$ cat src/rtl/bus_responder.sv
// bus_responder: target end of the control-strobe bus.
// Owns the ROM, the RAM, the switch buffer and the LED latch. It drives the
// shared data bus from the selected source. Write strobes are captured on one
// edge and committed on the next, and protocol faults are flagged as sticky bits.
module bus_responder #(
  parameter int unsigned          DATA_W   = 8,
  parameter int unsigned          ADDR_W   = 4,
  parameter logic [DATA_W-1:0]    ROM_MULT = 8'h1D,
  parameter logic [DATA_W-1:0]    ROM_OFS  = 8'h5A
) (
  input  logic              clk,
  input  logic              reset,
  input  logic              ROMO,
  input  logic              RAMO,
  input  logic              SWBEN,
  input  logic              RAMW,
  input  logic              LEDLTCH,
  input  logic [ADDR_W-1:0] addr,
  input  logic [DATA_W-1:0] sw,
  output logic [DATA_W-1:0] bus,
  output logic [DATA_W-1:0] leds,
  output logic              busy,
  output logic [2:0]        err,
  output logic [15:0]       xfer_count
);

  localparam int unsigned DEPTH = 2 ** ADDR_W;

  typedef enum logic {
    IDLE = 1'b0,
    PEND = 1'b1
  } wr_state_t;

  wr_state_t         state;

  logic [DATA_W-1:0] ram [DEPTH];
  logic [DATA_W-1:0] sw_meta;
  logic [DATA_W-1:0] sw_s;

  logic [DATA_W-1:0] pend_data;
  logic [ADDR_W-1:0] pend_addr;
  logic              pend_ram_we;
  logic              pend_led_we;

  logic [1:0]        drv_cnt;
  logic              drv_none;
  logic              drv_multi;
  logic              strobe;
  logic [DATA_W-1:0] rom_rd;
  logic [DATA_W-1:0] ram_rd;

  // ROM is a pure function of the address: a*ROM_MULT + ROM_OFS, wrapped to DATA_W
  always_comb begin
    rom_rd = DATA_W'(addr) * ROM_MULT + ROM_OFS;
  end

  // RAM read path: a pending write to the same word is forwarded ahead of the array
  always_comb begin
    if ((state == PEND) && pend_ram_we && (pend_addr == addr)) begin
      ram_rd = pend_data;
    end else begin
      ram_rd = ram[addr];
    end
  end

  // Bus mux: only a single active driver puts data on the bus, otherwise it reads zero
  always_comb begin
    drv_cnt   = {1'b0, ROMO} + {1'b0, RAMO} + {1'b0, SWBEN};
    drv_none  = (drv_cnt == 2'd0);
    drv_multi = (drv_cnt >= 2'd2);
    strobe    = RAMW | LEDLTCH;
    bus       = '0;
    if (drv_cnt == 2'd1) begin
      if (ROMO) begin
        bus = rom_rd;
      end else if (RAMO) begin
        bus = ram_rd;
      end else begin
        bus = sw_s;
      end
    end
  end

  // Two-flop synchroniser for the asynchronous switch inputs
  always_ff @(posedge clk) begin
    if (reset) begin
      sw_meta <= '0;
      sw_s    <= '0;
    end else begin
      sw_meta <= sw;
      sw_s    <= sw_meta;
    end
  end

  // RAM array: cleared on reset, written only by a committed transfer
  always_ff @(posedge clk) begin
    if (reset) begin
      for (int unsigned i = 0; i < DEPTH; i++) begin
        ram[i] <= '0;
      end
    end else if ((state == PEND) && pend_ram_we) begin
      ram[pend_addr] <= pend_data;
    end
  end

  // Write FSM: capture in IDLE, commit in PEND, plus the sticky fault flags
  always_ff @(posedge clk) begin
    if (reset) begin
      state       <= IDLE;
      busy        <= 1'b0;
      leds        <= '0;
      err         <= '0;
      xfer_count  <= '0;
      pend_data   <= '0;
      pend_addr   <= '0;
      pend_ram_we <= 1'b0;
      pend_led_we <= 1'b0;
    end else begin
      if (drv_multi) begin
        err[0] <= 1'b1;
      end
      unique case (state)
        IDLE: begin
          if (strobe) begin
            // bus already reads zero for the no-driver and multi-driver cases
            pend_data   <= bus;
            pend_addr   <= addr;
            pend_ram_we <= RAMW;
            pend_led_we <= LEDLTCH;
            state       <= PEND;
            busy        <= 1'b1;
            if (drv_none) begin
              err[1] <= 1'b1;
            end
          end
        end
        PEND: begin
          if (pend_led_we) begin
            leds <= pend_data;
          end
          if (xfer_count != 16'hFFFF) begin
            xfer_count <= xfer_count + 16'd1;
          end
          state <= IDLE;
          busy  <= 1'b0;
          if (strobe) begin
            err[2] <= 1'b1;
          end
        end
        default: begin
          state <= IDLE;
          busy  <= 1'b0;
        end
      endcase
    end
  end

endmodule

$ cat config.mk
export PLATFORM = sky130hd
export DESIGN_NAME = bus_responder
export DESIGN_NICKNAME = d
export VERILOG_FILES = /design/src/rtl/bus_responder.sv
export SDC_FILE = /design/constraint.sdc
export NUM_CORES = 1
export LEC_CHECK = 0
export BUFFER_PORTS_ARGS = -buffer_cell sky130_fd_sc_hd__buf_4
export CAP_MARGIN = 0
export CORE_MARGIN = 2
export CORE_UTILIZATION = 30
export CTS_BUF_LIST = sky130_fd_sc_hd__clkbuf_2
export CTS_CLUSTER_DIAMETER = 40
export DETAILED_ROUTE_END_ITERATION = 7
export MAX_ROUTING_LAYER = met4
export PLACE_DENSITY_LB_ADDON = 0.15
export SYNTH_ARGS = -nofsm -noshare
export SYNTH_HDL_FRONTEND = slang
export SYNTH_SLANG_ARGS = --single-unit
$ cat constraint.sdc
create_clock -name clk -period 4 [get_ports clk]
set_input_delay 0.4 -clock clk [delete_from_list [all_inputs] [get_ports clk]]
set_output_delay 0.4 -clock clk [all_outputs]
set_load 0.01 [all_outputs]
Word level (Yosys, flattened, before mapping):

Memories as Yosys holds them, arrays and structs flattened.
Cells that the tools add are included.

* register bits after elaboration: 59
* memory bits (writable): 128
* input port bits: 19
* output and inout bits: 36
* word-level logic and storage cells: 51
* memories kept: 1

* add/subtract/negate cells: 4
* multiply operators: 1
* magnitude comparators: 1
* eq/ne operators: 4
* multiplexer cells: 16
* bitwise operators: 2
* reductions and logical operators: 9

Memory list
* ram: words 16, width 8, rd ports 1, clocked after memory_dff 0, write ports 16, RTL line 36 `logic [DATA_W-1:0] ram [DEPTH];`

Operators by type and width (count)
* 8-bit two-way mux: 5
* 16-bit by 1-bit adder with 16-bit output (second input constant): 1
* 16-bit inequality test (second input constant): 1
* 8-bit by 7-bit adder with 8-bit output (second input constant): 1
* 4-bit by 5-bit multiplier with 8-bit output (second input constant): 1
* 1-bit two-way mux: 8
* 2-bit AND reduction: 4
* 8-bit OR reduction: 1
* 4-bit equality test: 1
* 4-bit two-way mux: 1
* 1-bit case mux with 2 select lines: 2
* 3-bit AND reduction: 1
* 1-bit by 1-bit adder with 2-bit output: 1
* 2-bit by 1-bit adder with 2-bit output: 1
* 2-bit by 1-bit equality test with 1-bit output (second input constant): 1
* 2-bit >= comparator (second input constant): 1
* 1-bit logical AND: 2
* 2-bit logical NOT: 1
* 2-bit inequality test (second input constant): 1
* 1-bit inverter: 1
* 1-bit OR: 1

Longest topological paths before layout:

* word-level depth: 6
* gate-level depth with buffers: 13
* gate-level depth less buffers: 13

Worst setup path after synthesis:

No wires, ideal clock.

* path kind: input -> output
* start point: input addr[1]
* end point: output bus[7]
* data arrival time: 3.362 ns
* required time: 3.600 ns
* path slack: 0.238 ns
* cell stages on the path: 12
* buffers on the path: 2
* path through: clkbuf_8 > clkbuf_1 > inv_1 > fa_1 > inv_1 > fa_1 > fa_1 > nand2b_1 > a21oi_1 > xnor2_1 > o211ai_1 > nor3_1

* longest elaborated chain between the ends: 6
* elaborated cells on any way between the ends: 9
* those cells by class: add/sub: 1; mul: 1; eq/ne: 1; mux: 4; reduce/logical: 1; memory: 1

Ends and longest elaborated chain
* start, declared: RTL line 18 `input logic [ADDR_W-1:0] addr,`
* parallel branches: the longest is 4 deep, another holds 4-bit by 5-bit multiplier with 8-bit output
* 8-bit two-way mux (*): RTL line 74 `if (ROMO) begin`
* 8-bit two-way mux (*): RTL line 73 `if (drv_cnt == 2'd1) begin`
* end, declared: RTL line 20 `output logic [DATA_W-1:0] bus,`

Mark *: on every way between the ends.

Worst setup path after layout:

* start point: input addr[2]
* end point: output bus[6]

The elaborated chain is that of the path after synthesis.

==> impl_metrics.yaml <==
detailed_routing:
  drt_iter0_markers: 496
  ant_nets: 0
  wl_per_cell_um: 20.3
  vias: 5757
  wl_um: 23900
  first_pass_iters: 5
  vias_per_cell: 4.90
  drc_errors: 0
worst_setup_path:
  crit_required_ns: 3.60
  startpoint_type: "input pin"
  worstPathArrival_ns: 3.28
  path_max_fanout: 10
  crit_path_end_kind: "output port"
  crit_type: "in -> out"
power_and_ir_drop:
  peakVddDrop_mv: 0.176
  p_seq_share_pct: 61.1
  leakage_nw: 3.87
  power.density_mw_per_mm2: 352
  comb_power_share_pct: 11.8
  power_mw: 3.58
  switchingPower_mw: 1.06
  p_int_mw: 2.52
  p_clk_share_pct: 27.1
  p_sw_share_pct: 29.7
global_routing:
  grt_pass1_vias: 5863
  grt_overflow_total: 0
  antenna_found_initial: 2
  grt_pass1_wl_um: 36100
  track_usage_pct: 16.1
  grt_max_degree: 62
flow_run:
  drv_cap: 0
timing:
  slew_violations: 0
  worstMarginPinSlew_ns: 0.945
  min_period_over_period_pct: 92.1
  final-setup-viol-count: 0
  clock_skew_ns: 0.0480
  fin_crit_ns: 3.68
  slew_headroom_pct: 36.9
  hold_ws_ns: 0.115
  hold_violations: 0
  max_freq_mhz: 272
  tns_ns: 0
  grt_setup_unrepaired: "no"
  layout_setup_ws_ns: 0.318
finish:
  utilization_pct: 34.4
  fin_cells: 1175
  final_cell_area_mm2: 0.0102
  syn2layout_area_growth_pct: 13.3
  drive_gt1_share_pct: 18.8
  final_nets: 809
  fillCellCount: 2944
synthesis:
  yosysSeqAreaShare_pct: 55.9
  postSynthNetCount: 745
  synth_warnings: 0
  synthArstFlopShare_pct: 0
  synthesis.area_mm2: 0.00899
  synth-seq-cells: 187
  synthFlopType: "edfxtp_1"
  netlist_instances: 706
  syn_avg_cell_area_um2: 12.7
  synth_edf_count: 128
  ys_types: 55
cts:
  postCtsSetupRepairBufs: 0
  clockBufferDepth: 2
  insertion_delay_ns: 0.77
  htree_levels: 4
  cts_hold_buf: 13
  path_clk_slew_ns: 0.30
  cts_sinks: 187
  cts_root_buf: "clkbuf_2"
  cts_inserted_buffers: 17
  cts.repair.resized: 0
  cts_tree: "done"
place:
  place_area_mm2: 0.00981
  place_ws_ns: 0.349
  dp.cells: 1128
  dp_hpwl_um: 16000
  gp_congestion: 0.804
  portBuffers: 54
hold_path:
  min_path_type: "in -> reg"
die:
  dieWidth_um: 177
  die-area_mm2: 0.0314
  rows: 63
  initial_core_util_pct: 30.4
  io_pins: 55
  die_h_um: 177
  coreArea_mm2: 0.0296
run_status:
  status: "complete, no violations"
power groups by stage:
stage               registers, mW  logic (mW)  clock network [mW]
floorplan                    2.19       0.284                   0
global placement             2.23       0.413                   0
detailed placement           2.23       0.414                   0
CTS                          2.19       0.428                1.01
global route                 2.20       0.461                1.08
finish                       2.19       0.423               0.971
cell usage after synthesis (14+ instances only):
| cell type | number | share of area [%] |
|---|---|---|
| and2_1 | 130 | 9.0 |
| edfxtp_1 | 128 | 43 |
| dfxtp_1 | 59 | 13 |
| nor2_1 | 41 | 1.7 |
| nand2_1 | 32 | 1.3 |
| clkbuf_1 | 28 | 1.2 |
| a21oi_1 | 26 | 1.4 |
| mux4_1 | 21 | 6.1 |
| inv_1 | 20 | 0.84 |
| nor2b_1 | 19 | 1.3 |
| mux4_2 | 17 | 4.3 |
| nand3_1 | 17 | 0.95 |
| or2_2 | 17 | 1.2 |
| xor2_1 | 14 | 1.4 |
path summary, 6_finish.rpt:
| check | slack [ns] | endpoint | cells after the start | start |
|---|---|---|---|---|
| max reg2reg | 1.33 | ram[3][3] | 4 | state |
| min reg2reg | 0.46 | sw_s[5] | 1 | sw_meta[5] |
| min | 0.12 | pend_data[1] | 3 | ROMO |
| max | 0.32 | bus[6] | 13 | addr[2] |
cell usage in the layout (no fill, tap or decap), types with 4 or more instances in the layout:
cell,netlist,final
a21oi_1,26,26
a22o_1,4,4
o2111ai_1,4,4
ha_1,13,13
nor2b_1,19,19
xnor2_1,4,4
and3_1,7,7
o21ai_0,5,5
nand2_1,32,32
mux4_2,17,17
o211ai_1,4,4
edfxtp_1,128,128
o21ai_1,4,4
o21ai_2,5,5
mux4_1,21,21
clkbuf_2,0,18
xor2_1,14,14
o2bb2a_1,4,4
inv_8,0,5
and2_1,130,130
inv_1,20,20
nor2_1,41,41
buf_4,0,73
fa_1,7,7
nand4_1,11,11
nand3_1,17,17
or2_2,17,17
dfxtp_1,59,59
mux2i_1,6,6
nand2b_1,7,7
dlygate4sd3_1,0,13
nor3_1,5,5
o22ai_1,5,5
critical path, cell delays in order:
cell	delay [ns]
buf_4	0.17
inv_1	0.09
fa_1	0.50
inv_1	0.06
fa_1	0.58
inv_1	0.07
ha_1	0.30
nand3_1	0.12
a211o_1	0.13
o311ai_0	0.19
a211o_1	0.34
and2_1	0.17
buf_4	0.14
layer usage:
layer	global-route usage [%]	wire length, um	vias to the layer above
met5	-	0	-
met1	21.1	10900	2911
met2	25.3	11600	138
li1	-	-	2691
met3	3.09	1060	17
met4	4.65	409	0
cell families (layout without fill, tap and decap cells):
| group | count (synthesis) | count (layout) | synth area share, % |
|---|---|---|---|
| buffers and inverters | 62 | 139 | 3.30 |
| and+or+nand+nor | 297 | 297 | 18.6 |
| DFF | 187 | 187 | 55.9 |
| AOI/OAI and AO/OA | 78 | 78 | 6.04 |
| xor gates and xnor gates | 18 | 18 | 1.75 |
| muxes | 44 | 44 | 11.1 |
| other | 0 | 2 | 0 |
| adders and majority gates | 20 | 20 | 3.37 |
layout make-up:
type                       instances  area (um2)  area share (%)
sequential                       187        5020            49.3
multi-input combinational        457        3670            36.0
timing repair buffer              86         678            6.66
tap                              390         488            4.79
clock inverter                    14         151            1.49
clock buffer                      18        90.1           0.885
inverter                          21        78.8           0.774
antenna                            2        5.00          0.0492
state kept, by name, summed over array words and instances (netlist names):
name	cells
sw_s	8
pend_led_we	1
ram	128
pend_data	8
sw_meta	8
pend_addr	4
busy	1
pend_ram_we	1
state	1
err	3
leds	8
xfer_count	16
No activity file was read; power rests on OpenSTA's default activity.
